[src/rtl/memory_stage_pkg.sv]
// -----------------------------------------------------------------------------
// memory_stage_pkg
// Shared definitions for the memory stage: opcode constants (matching the
// Execute stage), the stage state encoding, default widths and a small
// opcode-classification helper.
// -----------------------------------------------------------------------------
package memory_stage_pkg;

  localparam int DATA_W_DEF      = 16;
  localparam int IDX_W_DEF       = 6;
  localparam int MEM_TIMEOUT_DEF = 16;

  localparam logic [3:0] OP_NOP   = 4'b0000;
  localparam logic [3:0] OP_ADD   = 4'b0001;
  localparam logic [3:0] OP_SUB   = 4'b0010;
  localparam logic [3:0] OP_AND   = 4'b0011;
  localparam logic [3:0] OP_OR    = 4'b0100;
  localparam logic [3:0] OP_XOR   = 4'b0101;
  localparam logic [3:0] OP_SHL   = 4'b0110;
  localparam logic [3:0] OP_SHR   = 4'b0111;
  localparam logic [3:0] OP_MOV   = 4'b1000;
  localparam logic [3:0] OP_LOAD  = 4'b1100;
  localparam logic [3:0] OP_STORE = 4'b1110;

  typedef enum logic {
    ST_IDLE   = 1'b0,
    ST_ACCESS = 1'b1
  } stage_state_e;

  function automatic logic is_mem_op(input logic [3:0] op);
    return (op == OP_LOAD) || (op == OP_STORE);
  endfunction

endpackage

[src/rtl/memory_stage_if.sv]
// -----------------------------------------------------------------------------
// memory_stage_if
// Data-memory request/acknowledge bus.
//   mem_req   : request held high until the access completes or is aborted
//   mem_we    : 1 = write
//   mem_addr  : access address
//   mem_wdata : write data (0 for reads)
//   mem_rdata : read data, valid together with mem_ack
//   mem_ack   : access complete
// master = memory stage, slave = data memory.
// -----------------------------------------------------------------------------
interface memory_stage_if #(
  parameter int DATA_W = 16
);
  logic              mem_req;
  logic              mem_we;
  logic [DATA_W-1:0] mem_addr;
  logic [DATA_W-1:0] mem_wdata;
  logic [DATA_W-1:0] mem_rdata;
  logic              mem_ack;

  modport master (
    output mem_req, mem_we, mem_addr, mem_wdata,
    input  mem_rdata, mem_ack
  );

  modport slave (
    input  mem_req, mem_we, mem_addr, mem_wdata,
    output mem_rdata, mem_ack
  );
endinterface

[src/rtl/memory_stage_mem_access_fsm.sv]
// -----------------------------------------------------------------------------
// memory_stage_mem_access_fsm
// Owns one data-memory access: state register, request/address holding
// registers, timeout counter and sticky error flag.
//   i_start/i_start_*  : launch an access (honoured only in IDLE)
//   i_mem_ack          : memory completion
//   o_busy             : high while an access is outstanding (ACCESS)
//   o_done             : ACCESS cycle in which ack is seen (combinational)
//   o_timeout          : ACCESS cycle in which the access is abandoned
//   o_mem_*            : request bus drive
//   o_mem_error        : sticky timeout flag, cleared only by reset
//
// state     | meaning
// ----------+-----------------------------------------------------------
// ST_IDLE   | no access outstanding; a new access may start
// ST_ACCESS | request on the bus, waiting for ack or timeout
// -----------------------------------------------------------------------------
module memory_stage_mem_access_fsm
  import memory_stage_pkg::*;
#(
  parameter int MEM_TIMEOUT = MEM_TIMEOUT_DEF,
  parameter int DATA_W      = DATA_W_DEF
) (
  input  logic              clk,
  input  logic              rst,
  input  logic              i_start,
  input  logic              i_start_we,
  input  logic [DATA_W-1:0] i_start_addr,
  input  logic [DATA_W-1:0] i_start_wdata,
  input  logic              i_mem_ack,
  output logic              o_busy,
  output logic              o_done,
  output logic              o_timeout,
  output logic              o_mem_req,
  output logic              o_mem_we,
  output logic [DATA_W-1:0] o_mem_addr,
  output logic [DATA_W-1:0] o_mem_wdata,
  output logic              o_mem_error
);

  localparam int CNT_W = (MEM_TIMEOUT < 2) ? 1 : $clog2(MEM_TIMEOUT + 1);
  // Last no-ack cycle index before abandoning: the request stays up for
  // exactly MEM_TIMEOUT cycles.
  localparam logic [CNT_W-1:0] CNT_LAST =
    CNT_W'((MEM_TIMEOUT > 0) ? (MEM_TIMEOUT - 1) : 0);
  localparam logic TIMEOUT_EN = (MEM_TIMEOUT > 0);

  stage_state_e      r_state;
  stage_state_e      w_state_nxt;
  logic [CNT_W-1:0]  r_cnt;
  logic              r_mem_we;
  logic [DATA_W-1:0] r_mem_addr;
  logic [DATA_W-1:0] r_mem_wdata;
  logic              r_mem_error;
  logic              w_done;
  logic              w_timeout;
  logic              w_launch;

  assign w_launch = i_start && (r_state == ST_IDLE);

  always_comb begin
    w_state_nxt = r_state;
    w_done      = 1'b0;
    w_timeout   = 1'b0;
    case (r_state)
      ST_IDLE: begin
        if (i_start) w_state_nxt = ST_ACCESS;
      end
      ST_ACCESS: begin
        // Ack takes priority over a timeout landing in the same cycle.
        if (i_mem_ack) begin
          w_done      = 1'b1;
          w_state_nxt = ST_IDLE;
        end else if (TIMEOUT_EN && (r_cnt == CNT_LAST)) begin
          w_timeout   = 1'b1;
          w_state_nxt = ST_IDLE;
        end
      end
      default: w_state_nxt = ST_IDLE;
    endcase
  end

  always_ff @(posedge clk or posedge rst) begin
    if (rst) begin
      r_state     <= ST_IDLE;
      r_cnt       <= '0;
      r_mem_we    <= 1'b0;
      r_mem_addr  <= '0;
      r_mem_wdata <= '0;
      r_mem_error <= 1'b0;
    end else begin
      r_state <= w_state_nxt;
      if (w_launch) begin
        r_cnt       <= '0;
        r_mem_we    <= i_start_we;
        r_mem_addr  <= i_start_addr;
        r_mem_wdata <= i_start_wdata;
      end else if ((r_state == ST_ACCESS) && !i_mem_ack) begin
        r_cnt <= r_cnt + CNT_W'(1);
      end
      if (w_timeout) r_mem_error <= 1'b1;
    end
  end

  assign o_busy      = (r_state == ST_ACCESS);
  assign o_mem_req   = (r_state == ST_ACCESS);
  assign o_done      = w_done;
  assign o_timeout   = w_timeout;
  assign o_mem_we    = r_mem_we;
  assign o_mem_addr  = r_mem_addr;
  assign o_mem_wdata = r_mem_wdata;
  assign o_mem_error = r_mem_error;

endmodule

[src/rtl/memory_stage.sv]
// -----------------------------------------------------------------------------
// memory_stage
// Pipeline stage after Execute. Non-memory ops retire one cycle after
// acceptance; LOAD/STORE go through the data-memory handshake and retire on
// ack (or are abandoned on timeout). The writeback bundle is registered and
// forwarded to Decode.
//   clk, rst            : clock, async active-high reset
//   i_valid_in ..       : Execute result bundle (control, result/address,
//                         store data, destination index, write enable)
//   o_stall             : upstream must hold while an access is outstanding
//   mem_if              : data-memory request bus (master side)
//   o_wb_*              : writeback bundle, o_wb_valid is a 1-cycle pulse
//   o_control_out       : registered control word
//   o_result_forward    : same as o_wb_data
//   o_fwd_valid         : o_wb_valid & o_wb_write_enable
//   o_mem_error         : sticky memory timeout flag
// -----------------------------------------------------------------------------
module memory_stage
  import memory_stage_pkg::*;
#(
  parameter int MEM_TIMEOUT = MEM_TIMEOUT_DEF,
  parameter int DATA_W      = DATA_W_DEF,
  parameter int IDX_W       = IDX_W_DEF
) (
  input  logic              clk,
  input  logic              rst,
  input  logic              i_valid_in,
  input  logic [4:0]        i_control_in,
  input  logic [DATA_W-1:0] i_result_in,
  input  logic [DATA_W-1:0] i_store_data,
  input  logic [IDX_W-1:0]  i_dest_index_in,
  input  logic              i_write_enable_in,
  output logic              o_stall,
  memory_stage_if.master    mem_if,
  output logic              o_wb_valid,
  output logic [DATA_W-1:0] o_wb_data,
  output logic [IDX_W-1:0]  o_wb_dest_index,
  output logic              o_wb_write_enable,
  output logic [4:0]        o_control_out,
  output logic [DATA_W-1:0] o_result_forward,
  output logic              o_fwd_valid,
  output logic              o_mem_error
);

  logic [3:0]        w_op;
  logic              w_busy;
  logic              w_accept;
  logic              w_is_mem;
  logic              w_start;
  logic              w_done;
  logic              w_timeout;
  logic [DATA_W-1:0] w_mem_addr;

  logic              r_wb_valid;
  logic [DATA_W-1:0] r_wb_data;
  logic [IDX_W-1:0]  r_wb_dest;
  logic              r_wb_we;
  logic [4:0]        r_ctrl;
  logic [IDX_W-1:0]  r_pend_dest;
  logic [4:0]        r_pend_ctrl;
  logic              r_pend_load;

  assign w_op     = i_control_in[3:0];
  assign w_accept = i_valid_in && !w_busy;
  assign w_is_mem = is_mem_op(w_op);
  assign w_start  = w_accept && w_is_mem;

  memory_stage_mem_access_fsm #(
    .MEM_TIMEOUT (MEM_TIMEOUT),
    .DATA_W      (DATA_W)
  ) u_fsm (
    .clk           (clk),
    .rst           (rst),
    .i_start       (w_start),
    .i_start_we    (w_op == OP_STORE),
    .i_start_addr  (i_result_in),
    .i_start_wdata ((w_op == OP_STORE) ? i_store_data : '0),
    .i_mem_ack     (mem_if.mem_ack),
    .o_busy        (w_busy),
    .o_done        (w_done),
    .o_timeout     (w_timeout),
    .o_mem_req     (mem_if.mem_req),
    .o_mem_we      (mem_if.mem_we),
    .o_mem_addr    (w_mem_addr),
    .o_mem_wdata   (mem_if.mem_wdata),
    .o_mem_error   (o_mem_error)
  );

  assign mem_if.mem_addr = w_mem_addr;

  // Accept happens only in IDLE and done/timeout only in ACCESS, so the
  // branches below never compete for the same edge.
  always_ff @(posedge clk or posedge rst) begin
    if (rst) begin
      r_wb_valid  <= 1'b0;
      r_wb_data   <= '0;
      r_wb_dest   <= '0;
      r_wb_we     <= 1'b0;
      r_ctrl      <= '0;
      r_pend_dest <= '0;
      r_pend_ctrl <= '0;
      r_pend_load <= 1'b0;
    end else begin
      r_wb_valid <= 1'b0;
      if (w_accept && !w_is_mem) begin
        r_ctrl <= i_control_in;
        if (w_op == OP_NOP) begin
          r_wb_we <= 1'b0;
        end else begin
          r_wb_valid <= 1'b1;
          r_wb_data  <= i_result_in;
          r_wb_dest  <= i_dest_index_in;
          r_wb_we    <= i_write_enable_in;
        end
      end
      if (w_start) begin
        r_pend_dest <= i_dest_index_in;
        r_pend_ctrl <= i_control_in;
        r_pend_load <= (w_op == OP_LOAD);
      end
      if (w_done) begin
        r_wb_valid <= 1'b1;
        r_wb_data  <= r_pend_load ? mem_if.mem_rdata : w_mem_addr;
        r_wb_dest  <= r_pend_dest;
        r_wb_we    <= r_pend_load;
        r_ctrl     <= r_pend_ctrl;
      end
      if (w_timeout) begin
        // Abandoned access still retires, but never writes the register file.
        r_wb_valid <= 1'b1;
        r_wb_dest  <= r_pend_dest;
        r_wb_we    <= 1'b0;
        r_ctrl     <= r_pend_ctrl;
      end
    end
  end

  assign o_stall           = w_busy;
  assign o_wb_valid        = r_wb_valid;
  assign o_wb_data         = r_wb_data;
  assign o_wb_dest_index   = r_wb_dest;
  assign o_wb_write_enable = r_wb_we;
  assign o_control_out     = r_ctrl;
  assign o_result_forward  = r_wb_data;
  assign o_fwd_valid       = r_wb_valid && r_wb_we;

endmodule

[src/flat_wrapper.sv]
// flat-port wrapper written by rule: the top's interface ports become plain ports
module memory_stage_flat import memory_stage_pkg::*;
#(
  parameter int MEM_TIMEOUT = MEM_TIMEOUT_DEF,
  parameter int DATA_W      = DATA_W_DEF,
  parameter int IDX_W       = IDX_W_DEF
)
  (clk, rst, i_valid_in, i_control_in, i_result_in, i_store_data, i_dest_index_in, i_write_enable_in, o_stall, o_wb_valid, o_wb_data, o_wb_dest_index, o_wb_write_enable, o_control_out, o_result_forward, o_fwd_valid, o_mem_error, mem_if_mem_req, mem_if_mem_we, mem_if_mem_addr, mem_if_mem_wdata, mem_if_mem_rdata, mem_if_mem_ack);
  memory_stage_if #(.DATA_W(DATA_W)) mem_if_i ();
  input  logic clk;
  input  logic rst;
  input  logic i_valid_in;
  input  logic [4:0] i_control_in;
  input  logic [DATA_W-1:0] i_result_in;
  input  logic [DATA_W-1:0] i_store_data;
  input  logic [IDX_W-1:0] i_dest_index_in;
  input  logic i_write_enable_in;
  output logic o_stall;
  output logic o_wb_valid;
  output logic [DATA_W-1:0] o_wb_data;
  output logic [IDX_W-1:0] o_wb_dest_index;
  output logic o_wb_write_enable;
  output logic [4:0] o_control_out;
  output logic [DATA_W-1:0] o_result_forward;
  output logic o_fwd_valid;
  output logic o_mem_error;
  output wire logic [$bits(mem_if_i.mem_req)-1:0] mem_if_mem_req;
  output wire logic [$bits(mem_if_i.mem_we)-1:0] mem_if_mem_we;
  output wire logic [$bits(mem_if_i.mem_addr)-1:0] mem_if_mem_addr;
  output wire logic [$bits(mem_if_i.mem_wdata)-1:0] mem_if_mem_wdata;
  input wire logic [$bits(mem_if_i.mem_rdata)-1:0] mem_if_mem_rdata;
  input wire logic [$bits(mem_if_i.mem_ack)-1:0] mem_if_mem_ack;
  assign mem_if_mem_req = mem_if_i.mem_req;
  assign mem_if_mem_we = mem_if_i.mem_we;
  assign mem_if_mem_addr = mem_if_i.mem_addr;
  assign mem_if_mem_wdata = mem_if_i.mem_wdata;
  assign mem_if_i.mem_rdata = mem_if_mem_rdata;
  assign mem_if_i.mem_ack = mem_if_mem_ack;
  memory_stage #(.MEM_TIMEOUT(MEM_TIMEOUT), .DATA_W(DATA_W), .IDX_W(IDX_W)) u_core (.clk(clk), .rst(rst), .i_valid_in(i_valid_in), .i_control_in(i_control_in), .i_result_in(i_result_in), .i_store_data(i_store_data), .i_dest_index_in(i_dest_index_in), .i_write_enable_in(i_write_enable_in), .o_stall(o_stall), .mem_if(mem_if_i), .o_wb_valid(o_wb_valid), .o_wb_data(o_wb_data), .o_wb_dest_index(o_wb_dest_index), .o_wb_write_enable(o_wb_write_enable), .o_control_out(o_control_out), .o_result_forward(o_result_forward), .o_fwd_valid(o_fwd_valid), .o_mem_error(o_mem_error));
endmodule
[config.mk]
export PLATFORM = sky130hd
export DESIGN_NAME = memory_stage_flat
export DESIGN_NICKNAME = d
export VERILOG_FILES = /design/src/rtl/memory_stage_pkg.sv /design/src/rtl/memory_stage_if.sv /design/src/rtl/memory_stage_mem_access_fsm.sv /design/src/rtl/memory_stage.sv /design/src/flat_wrapper.sv
export SDC_FILE = /design/constraint.sdc
export NUM_CORES = 1
export LEC_CHECK = 0
export BUFFER_PORTS_ARGS = -buffer_cell sky130_fd_sc_hd__buf_2
export CAP_MARGIN = 20
export CORE_MARGIN = 2
export CORE_UTILIZATION = 51
export CTS_BUF_LIST = sky130_fd_sc_hd__clkbuf_4 sky130_fd_sc_hd__clkbuf_8
export CTS_CLUSTER_DIAMETER = 30
export DETAILED_ROUTE_END_ITERATION = 10
export HOLD_SLACK_MARGIN = 0.02
export PLACE_DENSITY = 0.82
export SLEW_MARGIN = 40
export SYNTH_ARGS = -nofsm -noshare
export SYNTH_HDL_FRONTEND = slang
export SYNTH_SLANG_ARGS = --single-unit
[constraint.sdc]
create_clock -name clk -period 3.5 [get_ports clk]
set_clock_uncertainty 0.1 [all_clocks]
set_input_delay 0.525 -clock clk [delete_from_list [all_inputs] [get_ports clk]]
set_output_delay 0.525 -clock clk [all_outputs]
set_load 0.03 [all_outputs]
# Word level (Yosys, flattened, before mapping)
# Index checks and enable logic that the tools add are counted.
# word_totals
register_bits	81
latchBits	0
mem_bits_rw	0
mem_bits_ro	0
input_bits	64
output_inout_bits	82
mem_count	0
# classes
n_addsub	1
multipliers	0
div	0
magnitude_cmp	0
eq_ne	5
shifts	0
n_mux	31
n_bitwise	1
reduce_logical	16
# op_table
operator	count
16-bit 2-to-1 mux	5
5-bit 2-to-1 mux	5
6-bit 2-to-1 mux	4
1-bit 2-to-1 mux	16
4-bit == test, second input constant	2
1-bit logical AND	6
5-bit by 1-bit adder with 5-bit output, second input constant	1
5-bit by 4-bit == test with 1-bit output, second input constant	1
4-bit logical NOT	1
2-bit AND reduction	2
2-bit nonzero test	2
1-bit logical NOT	3
3-bit inequality test, second input constant	1
3-bit nonzero test	1
2-bit inequality test, second input constant	1
1-bit one-hot mux with 2 select lines	1
1-bit logical OR	1
1-bit inverter	1

# Longest topological paths before layout
# Gate-level depths: netlist of the first run.
# logic_depth
word_depth	7
mapped_depth	7
ltp_nobuf	6

# Hierarchy
# A second synthesis of the first run with hierarchy kept.
# hier_totals
hier_cells	412
hier_area_um2	4026.4
# by_module_without_submodules
module	n_inst	cells_each	area_each_um2	seq_area_each_um2
memory_stage	1	240	2416.1	1026.0
memory_stage_mem_access_fsm	1	172	1610.3	1001.0

# Worst setup path before layout of the first run
# No wires, ideal clock.
# synth_timing
kind	flip-flop to flip-flop
from	register u_core.u_fsm.r_cnt[0]
to	register u_core.r_ctrl[4] (netlist: u_core.o_control_out[4])
setup_time_ns	0.082
arrival_time_ns	1.837
required_time_ns	3.318
path_slack_ns	1.481
path_stages_with_launch	8
synth_period_minus_slack_ns	2.019
cell_sequence	dfrtp_1 ha_1 and3_1 ha_1 o21ai_1 clkbuf_1 nor2_1 a31oi_1
# synth_between
elab_chain_len	5
word_cells_on_any_way	6
# synth_rtl
element	line	text
start, declared	memory_stage_mem_access_fsm.sv:50	logic [CNT_W-1:0] r_cnt;
start signal, assigned	memory_stage_mem_access_fsm.sv:99	r_cnt <= r_cnt + CNT_W'(1);
5-bit by 4-bit == test with 1-bit output (*)	memory_stage_mem_access_fsm.sv:74	end else if (TIMEOUT_EN && (r_cnt == CNT_LAST)) begin
1-bit 2-to-1 mux (*)	memory_stage_mem_access_fsm.sv:74	
1-bit 2-to-1 mux (*)	memory_stage_mem_access_fsm.sv:71	if (i_mem_ack) begin
1-bit 2-to-1 mux (*)	memory_stage_mem_access_fsm.sv:65	case (r_state)
3-bit nonzero test (no line) / 5-bit 2-to-1 mux (equally long branches)	--	
end signal, assigned	memory_stage.sv:106	r_ctrl <= i_control_in;
end signal, assigned	memory_stage.sv:126	r_ctrl <= r_pend_ctrl;
end signal, assigned	memory_stage.sv:133	r_ctrl <= r_pend_ctrl;
end, declared	memory_stage.sv:58	logic [4:0] r_ctrl;
# Every way passes the cells marked *; elsewhere a longest branch is shown, timed or not.
# A chain may end at the register's enable or synchronous reset.

# Final worst setup path of the first run
# layout_timing
from	input port i_control_in[1]
to	register u_core.r_wb_data[14] (netlist: u_core.o_result_forward[14])
# layout_between
elab_chain_len	6
word_cells_on_any_way	9
# layout_rtl
element	line	text
start, declared	flat_wrapper.sv:13	input logic [4:0] i_control_in;
4-bit == test	memory_stage_pkg.sv:31	return (op == OP_LOAD) || (op == OP_STORE);
1-bit logical OR	memory_stage_pkg.sv:31	
1-bit logical NOT	memory_stage.sv:105	if (w_accept && !w_is_mem) begin
1-bit logical AND	memory_stage.sv:105	
2-bit nonzero test (no line)	--	
2-bit AND reduction (no line) (*)	--	
end signal, assigned	memory_stage.sv:111	r_wb_data <= i_result_in;
end signal, assigned	memory_stage.sv:123	r_wb_data <= r_pend_load ? mem_if.mem_rdata : w_mem_addr;
end, declared	memory_stage.sv:55	logic [DATA_W-1:0] r_wb_data;
# Marked as above.

==> impl_metrics.toml, run 1 <==
[worst_setup_path]
startpoint_type = "input pin"
r2r-start = "u_core.u_fsm.o_busy$_DFF_PP0_"
path_class = "in2reg"
rrSetupSlack_ns = 1.64
cp-endpoint = "u_core.o_result_forward[14]$_DFFE_PP0P_"
crit_required_ns = 3.61
cp_data_arrival_time_ns = 2.25
startpoint = "i_control_in[1]"
endpoint_kind = "flop"
cp_max_fo = 23
rr_worst_depth = 4
r2r_end = "u_core.o_result_forward[8]$_DFFE_PP0P_"

[grt]
grt_pass1_vias = 3242
grt_pass1_wl_um = 16300
grt_start_max_net_pins = 46
grt_overflow_total = 0
grt.total_usage_pct = 24.2
antenna_found_initial = 1

[floorplanning]
die_h_um = 92.4
rows = 32
start_util_pct = 52.1
die-width_um = 92.4
die_area_um2 = 8530
coreArea_um2 = 7650
ios = 146

[logic_synthesis]
netlist_area_um2 = 3980
synth_fa_ha_area_share_pct = 0.629
synth-seq-cells = 81
synth_edf_count = 0
async_flop_share_pct = 100
synth_top_family_by_area = "compound AO/OA/AOI/OAI gates"
yosysTopAreaCell = "dfrtp_1"
synth_top_area_share_pct = 50.9
synth_xor_area_share_pct = 0.440
ys_types = 38
synthMuxAreaShare_pct = 11.1
synth_compound_area_share_pct = 21.8
syn_nets = 424
synthSimpleGateAreaFrac_pct = 7.86
synthTopCellsByArea = "dfrtp_1, mux2_2, a41oi_2"
syn_inst = 358
synth.avg_cell_area_um2 = 11.1
yosys_warnings = 0
ys_seq_area_share_pct = 50.9
yosys_most_used_dff = "dfrtp_1"

[sta]
hold_slack_ns = 0.136
grt_setup_unrepaired = "false"
fin_crit_sh_pct = 61.3
timing.fmax_mhz = 466
tns_ns = 0
min_period_ns = 2.14
slew_headroom_pct = 56.7
final-hold-violation-count = 0
slew_violations = 0
setup-violations-final = 0
worstMarginPinSlew_ns = 0.648

[route]
vias_per_cell = 5.76
via_count = 3349
detail-route-antenna-nets = 0
wl_um = 9990
drt_pass1_iterations = 4
wire_per_inst_um = 17.2
drc_errors = 0
drt-initial-drc-count = 195

[clock_network]
cts.path.max_buffers = 2
post-cts-setup-buffers = 0
htreeDepth = 3
cts_tree = "done"
numCtsBuffers = 9
clock_latency_ns = 0.34
post_cts_resize_count = 0
clk_pin_slew_ns = 0.08
cts_sinks = 81
cts_hold_buf = 0
cts_root_buffer = "clkbuf_8"

[cells_and_area]
synthToLayoutAreaGrowth_pct = 21.9
final_area_um2 = 4850
drive_gt1_share_pct = 44.9
diodes = 0
num-nets-final = 540

[placed_design]
hpwl_um = 6840
dpl_cell_area_um2 = 4660
io_buffers = 145
gp_congestion = 0.790

[flow_run]
maxCapViolCount = 0

[power]
max-vdd-ir-drop_uv = 236
total_power_uw = 2860
p_leak_uw = 0.00231
power.density_nw_per_um2 = 590

[hold_path]
hold_class = "in2async"

[outcome]
outcome = "complete, no violations"
## worst max-delay path, cell delays in order
cell     delay, ns
buf_2         0.24
or4_2         1.01
a41oi_1       0.35
a22oi_1       0.11
## per-layer routing
layer	track usage (%)	routed length [um]	vias up
met4	7.34	117	0
met3	5.53	772	10
met5	0	0	-
li1	-	-	1539
met1	31.8	4080	1651
met2	40.2	5030	149
## flip-flops by register name, indices dropped and copies added, names as in the netlist, 5 cells and up
register,cells
u_core.o_result_forward,16
u_core.u_fsm.o_mem_addr,16
u_core.u_fsm.o_mem_wdata,16
u_core.o_wb_dest_index,6
u_core.r_pend_dest,6
u_core.o_control_out,5
u_core.r_pend_ctrl,5
u_core.u_fsm.r_cnt,5
## metrics by stage
stage / cells / setup WS, ns / util [%]
after detailed placement: 565 / 1.01 / 60.9
after global routing: 581 / 1.29 / 63.5
final: 581 / 1.36 / 63.5
after floorplan: 358 / 0.795 / -
after CTS: 581 / 1.38 / 63.5
after global placement: 565 / 0.971 / 60.8
## layout by cell type (no fill, tap or decap), types with 2 or more instances in the layout
cell type  Yosys  routed
o21ai_0       37      37
buf_4         17      11
mux2i_1       16      16
a31oi_1        9       9
dfrtp_1       81      80
nand4_1        6       6
nor2_1        14      13
a41oi_1        3       3
nand3_1        3       3
nand3b_1       2       2
a22oi_1       17      17
nand2_1       22      22
clkbuf_4       0       2
mux2_1         2       2
clkinv_2       0       3
a41oi_2       13      13
mux2_2        23      23
ha_1           2       2
nand2b_1       6       5
o31ai_1       25      25
a21oi_1        4       4
buf_2         10     145
clkbuf_8       0       9
and2_1         3       3
o21ai_1        4       4
## worst min path at each step
stage	from	end	slack [ns]
floorplan	u_core.r_pend_ctrl[2]$_DFFE_PP0P_	u_core.r_pend_ctrl[2]$_DFFE_PP0P_	0.33
global placement	u_core.u_fsm.o_mem_error$_DFFE_PP0P_	u_core.u_fsm.o_mem_error$_DFFE_PP0P_	0.34
detailed placement	u_core.u_fsm.o_mem_error$_DFFE_PP0P_	u_core.u_fsm.o_mem_error$_DFFE_PP0P_	0.35
CTS	rst	u_core.u_fsm.o_mem_wdata[2]$_DFFE_PP0P_	0.15
global route	rst	u_core.u_fsm.r_cnt[1]$_DFFE_PP0P_	0.19
finish	rst	u_core.u_fsm.o_mem_wdata[2]$_DFFE_PP0P_	0.14
## report_power, final
group	internal [uW]	total (uW)	switching, uW
sequential	1110	1250	139
combinational	325	941	616
clock	345	671	326
## logic make-up after synthesis
logic type | Yosys count
fa+ha+maj | 2
xor+xnor | 2
compound gates | 116
buf+inv | 53
flops | 81
mux | 41
simple gates | 63
## cells in the mapped netlist, types with 4 or more instances
cell	number
dfrtp_1	81
o21ai_0	37
o31ai_1	25
mux2_2	23
nand2_1	22
clkbuf_1	18
a22oi_1	17
buf_4	17
mux2i_1	16
nor2_1	14
a41oi_2	13
buf_2	10
a31oi_1	9
nand2b_1	6
nand4_1	6
a21oi_1	4
buf_1	4
o21ai_1	4
## final cells by class
type	count	area [um^2]
clock inverter	5	56.3
clock buffer	11	139
fill	650	2790
timing repair buffer	156	808
tap	102	128
sequential	81	2030
multi-input combinational	224	1690
inverter	2	8.76
Note: power is estimated with default switching activity, not from simulation.
==> inputs of run 2 (changes only) <==
--- a/config.mk
+++ b/config.mk
@@ -5,15 +5,16 @@
 export SDC_FILE = /design/constraint.sdc
 export NUM_CORES = 1
 export LEC_CHECK = 0
+export ABC_AREA = 1
 export BUFFER_PORTS_ARGS = -buffer_cell sky130_fd_sc_hd__buf_2
 export CAP_MARGIN = 20
 export CORE_MARGIN = 2
-export CORE_UTILIZATION = 51
+export CORE_UTILIZATION = 46
 export CTS_BUF_LIST = sky130_fd_sc_hd__clkbuf_4 sky130_fd_sc_hd__clkbuf_8
 export CTS_CLUSTER_DIAMETER = 30
 export DETAILED_ROUTE_END_ITERATION = 10
 export HOLD_SLACK_MARGIN = 0.02
-export PLACE_DENSITY = 0.82
+export PLACE_DENSITY = 0.78
 export SLEW_MARGIN = 40
 export SYNTH_ARGS = -nofsm -noshare
 export SYNTH_HDL_FRONTEND = slang
==> constraint.sdc (replaced) <==
create_clock -name clk -period 1.7 [get_ports clk]
set_clock_uncertainty 0.1 [all_clocks]
set_input_delay 0.255 -clock clk [delete_from_list [all_inputs] [get_ports clk]]
set_output_delay 0.255 -clock clk [all_outputs]
set_load 0.03 [all_outputs]
==> run 2 against run 1 <==
- the run now ends with setup timing left
- sequential share of layout area down 3.6 points
- register-to-register slack worse by 1.6 ns
- synthesized cell count up 47%
- clock-buffer cell count up 3
- combinational power up 100%
- cell count up 38%
- utilization down 1.7 points
- sequential power up 97%
- sequential cell count unchanged
- non-clock buffer count up 33
- largest cell class unchanged
==> impl_metrics.toml, run 2 <==
[outcome]
outcome = "finished, violations left"
violations = "setup timing"

[logic_synthesis]
yosysTopAreaCell = "dfrtp_1"
netlist_area_um2 = 4010
synthTopCellsByArea = "dfrtp_1, nand2_1, nand3_1"
yosys_most_used_dff = "dfrtp_1"
synth.avg_cell_area_um2 = 7.59
synth_top_area_share_pct = 50.6
synth-seq-cells = 81
yosysMostFrequentCell = "nand2_1"
ys_types = 24
yosys_warnings = 0
syn_nets = 594
syn_inst = 528
ys_top_cells_by_count = "nand2_1, dfrtp_1, nand3_1"
ys_seq_area_share_pct = 50.6
async_flop_share_pct = 100
synth_edf_count = 0

[power]
power.density_nw_per_um2 = 1100
p_leak_uw = 0.00310
max-vdd-ir-drop_uv = 536

[hold_path]
hold_class = "in2reg"
whs_endpoint = "u_core.r_pend_dest[0]$_DFFE_PP0P_"
holdPathStages = 3
hold_start = "i_dest_index_in[0]"

[flow_run]
maxCapViolCount = 0

[sta]
min_period_ns = 1.70
worstMarginPinSlew_ns = 0.378
setup-violations-final = 3
slew_violations = 0
tns_ns = -0.00893
timing.fmax_mhz = 587
final-hold-violation-count = 0
slew_headroom_pct = 74.7
fin_crit_sh_pct = 100
fin_ws_ns = -0.00413
grt_setup_unrepaired = "true"

[placed_design]
place_inst = 760
io_buffers = 145
gp_congestion = 0.847
hpwl_um = 7020

[worst_setup_path]
path_class = "reg2reg"
r2r_end = "u_core.o_control_out[3]$_DFFE_PP0P_"
rr_worst_depth = 9
r2r-start = "u_core.u_fsm.r_cnt[1]$_DFFE_PP0P_"
endpoint_kind = "flop"
cp_max_fo = 6
crit_required_ns = 1.83
rrSetupSlack_ns = -0.004
cp_data_arrival_time_ns = 1.84
startpoint_type = "flop"

[cells_and_area]
fin_cells = 802
synthToLayoutAreaGrowth_pct = 32.4
finalCoreUtilization_pct = 61.7
layout_commonest_cell = "nand2_1"
diodes = 0
drive_gt1_share_pct = 29.8
num-fill-cells = 768
layout_common_cells = "nand2_1, buf_2, dfrtp_1"
num-nets-final = 755

[grt]
grt_start_max_net_pins = 48
grt_overflow_total = 0
grt_pass1_wl_um = 17300
antenna_found_initial = 0
grt_pass1_vias = 3803
grt.total_usage_pct = 22.2

[route]
wire_per_inst_um = 12.7
detail-route-antenna-nets = 0
wl_met3_um = 675
vias_per_cell = 4.85
top_layer = "met4"
drc_errors = 0
wl_um = 10200
drt_pass1_iterations = 6
via_count = 3887
wl_met2_um = 5200
drt-initial-drc-count = 217
drt-met1-wl_um = 4230

[clock_network]
cts_tree = "done"
htreeDepth = 3
cts.path.max_buffers = 2
numCtsBuffers = 9
clock_latency_ns = 0.34
clk_pin_slew_ns = 0.08
cts_sinks = 81
cts_root_buffer = "clkbuf_8"

[floorplanning]
rows = 34
die_area_um2 = 9480
die-width_um = 97.3
start_util_pct = 46.6
ios = 146
die_h_um = 97.3
coreArea_um2 = 8590
==> run 2: changes by cell type in the layout (fill, tap and decap cells not counted), moves of 23 or more <==
cell and change:
mux2_2 -23, dlygate4sd3_1 +23, nand2_1 +238, o31ai_1 -25
nand3_1 +38, inv_1 +34
==> run 2: area by class of cell <==
type                    instances  area (um^2)  share of cell area [%]
well taps                     108          135                    2.55
inverters                      41          163                    3.07
multi-input cells             367         1610                    30.3
repair buffers                189         1160                    21.8
clock inverters                 2         35.0                   0.660
clock buffers                  14          180                    3.40
flip-flops and latches         81         2030                    38.2
==> run 2: worst max-delay path by stage <==
stage                                           start                               endpoint
floorplan           u_core.u_fsm.r_cnt[0]$_DFFE_PP0P_    u_core.o_control_out[4]$_DFFE_PP0P_
global placement    u_core.u_fsm.r_cnt[0]$_DFFE_PP0P_  u_core.o_wb_dest_index[1]$_DFFE_PP0P_
detailed placement  u_core.u_fsm.r_cnt[0]$_DFFE_PP0P_  u_core.o_wb_dest_index[4]$_DFFE_PP0P_
CTS                 u_core.u_fsm.r_cnt[0]$_DFFE_PP0P_    u_core.o_control_out[3]$_DFFE_PP0P_
global route        u_core.u_fsm.r_cnt[0]$_DFFE_PP0P_  u_core.o_wb_dest_index[3]$_DFFE_PP0P_
finish              u_core.u_fsm.r_cnt[1]$_DFFE_PP0P_    u_core.o_control_out[3]$_DFFE_PP0P_
==> run 2: kinds of logic after synthesis <==
family,count (synthesis),share of synthesized area (%)
and+or+nand+nor,325,33.3
AOI/OAI and AO/OA,39,4.87
buffers and inverters,80,10.4
DFF,81,50.6
xor gates and xnor gates,1,0.219
adders and majority gates,2,0.624
==> run 2: routing by layer <==
metal  track usage [%]  vias to the layer above
li1                  -                     1933
met5                 0                        -
met2              38.6                      127
met3              4.32                        4
met1              27.8                     1823
met4              7.48                        0
==> run 2: critical path, stage by stage, from the launching register on <==
cell and delay, ns:
dfrtp_1 0.38, ha_2 0.20, inv_2 0.07, nor3_2 0.04
ha_2 0.22, o21ai_4 0.29, buf_6 0.15, nand2_1 0.04
nand2_1 0.06, nand2_1 0.05
==> run 2: what timing repair did <==
action | CTS | global route
resized for setup | 5 | 13
pin swaps | 2 | 6
endpoints found under the setup margin | 12 | 13
hold buffers | 23 | 0
buffers inserted | 0 | 3
hold endpoints to repair | 103 | 0
==> run 2: per-stage QoR <==
step / cell area, um^2 / hold slack (ns) / total power (uW) / setup WS (ns)
finish: 5310 / 0.0393 / 5850 / -0.00413
global route: 5310 / 0.0361 / 6190 / -0.0660
CTS: 5250 / 0.0200 / 5860 / 0.000936
detailed placement: 4780 / 0.245 / 4320 / -0.101
global placement: 4780 / 0.240 / 4270 / -0.0247
floorplan: 4020 / 0.265 / 3780 / 0.0392
==> run 2: power by group <==
part	total [uW]	switching [uW]	leakage, uW	internal, uW
sequential	2460	216	0.00101	2250
clock	1490	659	0.000114	832
combinational	1900	1290	0.00198	605
==> inputs of run 3 (changes only) <==
==> constraint.sdc (replaced) <==
create_clock -name clk -period 1.7 [get_ports clk]
set_clock_uncertainty 0.1 [all_clocks]
set_input_delay 0.085 -clock clk [delete_from_list [all_inputs] [get_ports clk]]
set_output_delay 0.085 -clock clk [all_outputs]
set_load 0.03 [all_outputs]
==> run 3 against run 2 <==
- the run still ends with setup timing left
- global-route usage rose by 0.50 points
- fmax down 1.6%
- combinational power up 3%
- utilization grew 2.7 points
- critical path depth down 1
- cell count up 2.6%
- die area is the same
- via count is 5.0% higher
- non-clock buffer count up 21
- power decreased by 1.8%
- sequential cell count is the same
- largest cell class unchanged
- largest power group unchanged
==> impl_metrics.toml, run 3 (synthesized netlist as in run 2, its figures left out) <==
[clock_network]
cts.path.max_buffers = 2
numCtsBuffers = 9
clk_pin_slew_ns = 0.08
cts_sinks = 81
clock_latency_ns = 0.34
cts_root_buffer = "clkbuf_8"
htreeDepth = 3
cts_tree = "done"

[floorplanning]
rows = 34
die_h_um = 97.3
coreArea_um2 = 8590
die-width_um = 97.3
die_area_um2 = 9480
start_util_pct = 46.6
ios = 146

[sta]
min_period_ns = 1.73
fin_crit_sh_pct = 102
fin_ws_ns = -0.0315
worstMarginPinSlew_ns = 0.628
timing.fmax_mhz = 578
grt_setup_unrepaired = "true"
slew_headroom_pct = 58.0
final-hold-violation-count = 0
setup-violations-final = 5
slew_violations = 0

[worst_setup_path]
cpPeakStageDelay_ns = 0.40
path_class = "reg2reg"
startpoint = "u_core.u_fsm.r_cnt[1]$_DFFE_PP0P_"
cp_data_arrival_time_ns = 1.86
cpMaxStageDelayCell = "dfrtp_1"
crit_required_ns = 1.83
r2r-start = "u_core.u_fsm.r_cnt[1]$_DFFE_PP0P_"
path_cells = "ha_2 > inv_2 > nor3_4 > ha_4 > o21ai_4 > nor2_1 > a21oi_1 > nand2_1"
startpoint_type = "flop"
endpoint_kind = "flop"
cp_top_family = "compound AO/OA/AOI/OAI gates"
cp_max_fo = 6
cp.buffers_inverters = 1

[cells_and_area]
seqCellArea_um2 = 2030
fin_cells = 823
multiInputGateArea_um2 = 1660
finalCoreUtilization_pct = 64.4
num-fill-cells = 720
num-nets-final = 777
layout_commonest_cell = "nand2_1"
diodes = 0
drive_gt1_share_pct = 29.7
synthToLayoutAreaGrowth_pct = 38.2
layout_common_cells = "nand2_1, buf_2, dfrtp_1"

[route]
vias_per_cell = 4.96
via_count = 4083
drc_errors = 0
detail-route-antenna-nets = 0
wl_um = 10900
wire_per_inst_um = 13.2
drt_pass1_iterations = 5
drt-initial-drc-count = 200

[grt]
grt_pass1_wl_um = 17600
grt_pass1_vias = 3871
grt.total_usage_pct = 22.7
grt_overflow_total = 0
antenna_found_initial = 0
grt_start_max_net_pins = 35

[flow_run]
maxCapViolCount = 0

[hold_path]
hold_start = "mem_if_mem_rdata[10]"
hold_class = "in2reg"

[placed_design]
io_buffers = 145
hpwl_um = 7090
gp_congestion = 0.802
place_inst = 760

[outcome]
outcome = "finished, violations left"
violations = "setup timing"

[power]
p_leak_uw = 0.00320
max-vdd-ir-drop_uv = 661
power.density_nw_per_um2 = 1040
run 3: final cells by class:
type / instances / share of cell area, %
repair buffers: 210 / 24.7
clock buffers: 13 / 3.12
multi-input cells: 368 / 29.9
inverters: 41 / 2.94
clock inverters: 2 / 0.226
well taps: 108 / 2.44
flip-flops and latches: 81 / 36.6
run 3: path summary, 6_finish.rpt:
path | endpoint | slack (ns) | cells past startpoint
worst max-delay path | u_core.o_control_out[0]$_DFFE_PP0P_ | -0.03 | 8
worst min-delay path | u_core.o_result_forward[10]$_DFFE_PP0P_ | 0.03 | 7
worst max register to register | u_core.o_control_out[0]$_DFFE_PP0P_ | -0.03 | 8
worst min register to register | u_core.r_pend_ctrl[2]$_DFFE_PP0P_ | 0.36 | 2
max in group asynchronous | u_core.o_wb_valid$_DFF_PP0_ | 0.67 | 4
min in group asynchronous | u_core.u_fsm.o_mem_addr[11]$_DFFE_PP0P_ | 0.27 | 3
run 3: repair_timing:
item / in CTS / in global routing
setup endpoints to repair: 11 / 13
pin swaps: 1 / 12
hold buffers: 44 / 0
cloned: 0 / 1
endpoints found under the hold margin: 82 / 0
gates resized for setup: 4 / 22
setup buffers: 0 / 3
run 3: stage by stage:
step                      hold slack [ns]  setup TNS, ns  total power, uW  instance area, um^2  setup WS, ns
after floorplan                    0.0946              0             3780                 4020        0.0392
after global placement             0.0859         -0.200             4270                 4780       -0.0274
after detailed placement           0.0883         -0.773             4320                 4780       -0.0976
after CTS                          0.0307              0             5710                 5430      0.000653
after global routing               0.0296         -0.577             6070                 5540        -0.122
final                              0.0346        -0.0866             5740                 5540       -0.0315
run 3: power breakdown:
part           total (uW)  switching, uW  internal (uW)
Clock                1320            662            658
Sequential           2460            217           2250
Combinational        1960           1320            640
Total                5740           2200           3550
run 3: routing by layer:
layer	track usage, %	part of all wire [%]
met5	0	0
met4	7.26	2.0
met3	5.40	6.8
met2	39.1	50
met1	28.3	42
run 3: tightest hold or removal path: cells and delay by family:
family / cells / cell delay [ns]
simple gates: 5 / 0.24
buf+inv: 1 / 0.07
compound gates: 1 / 0.06
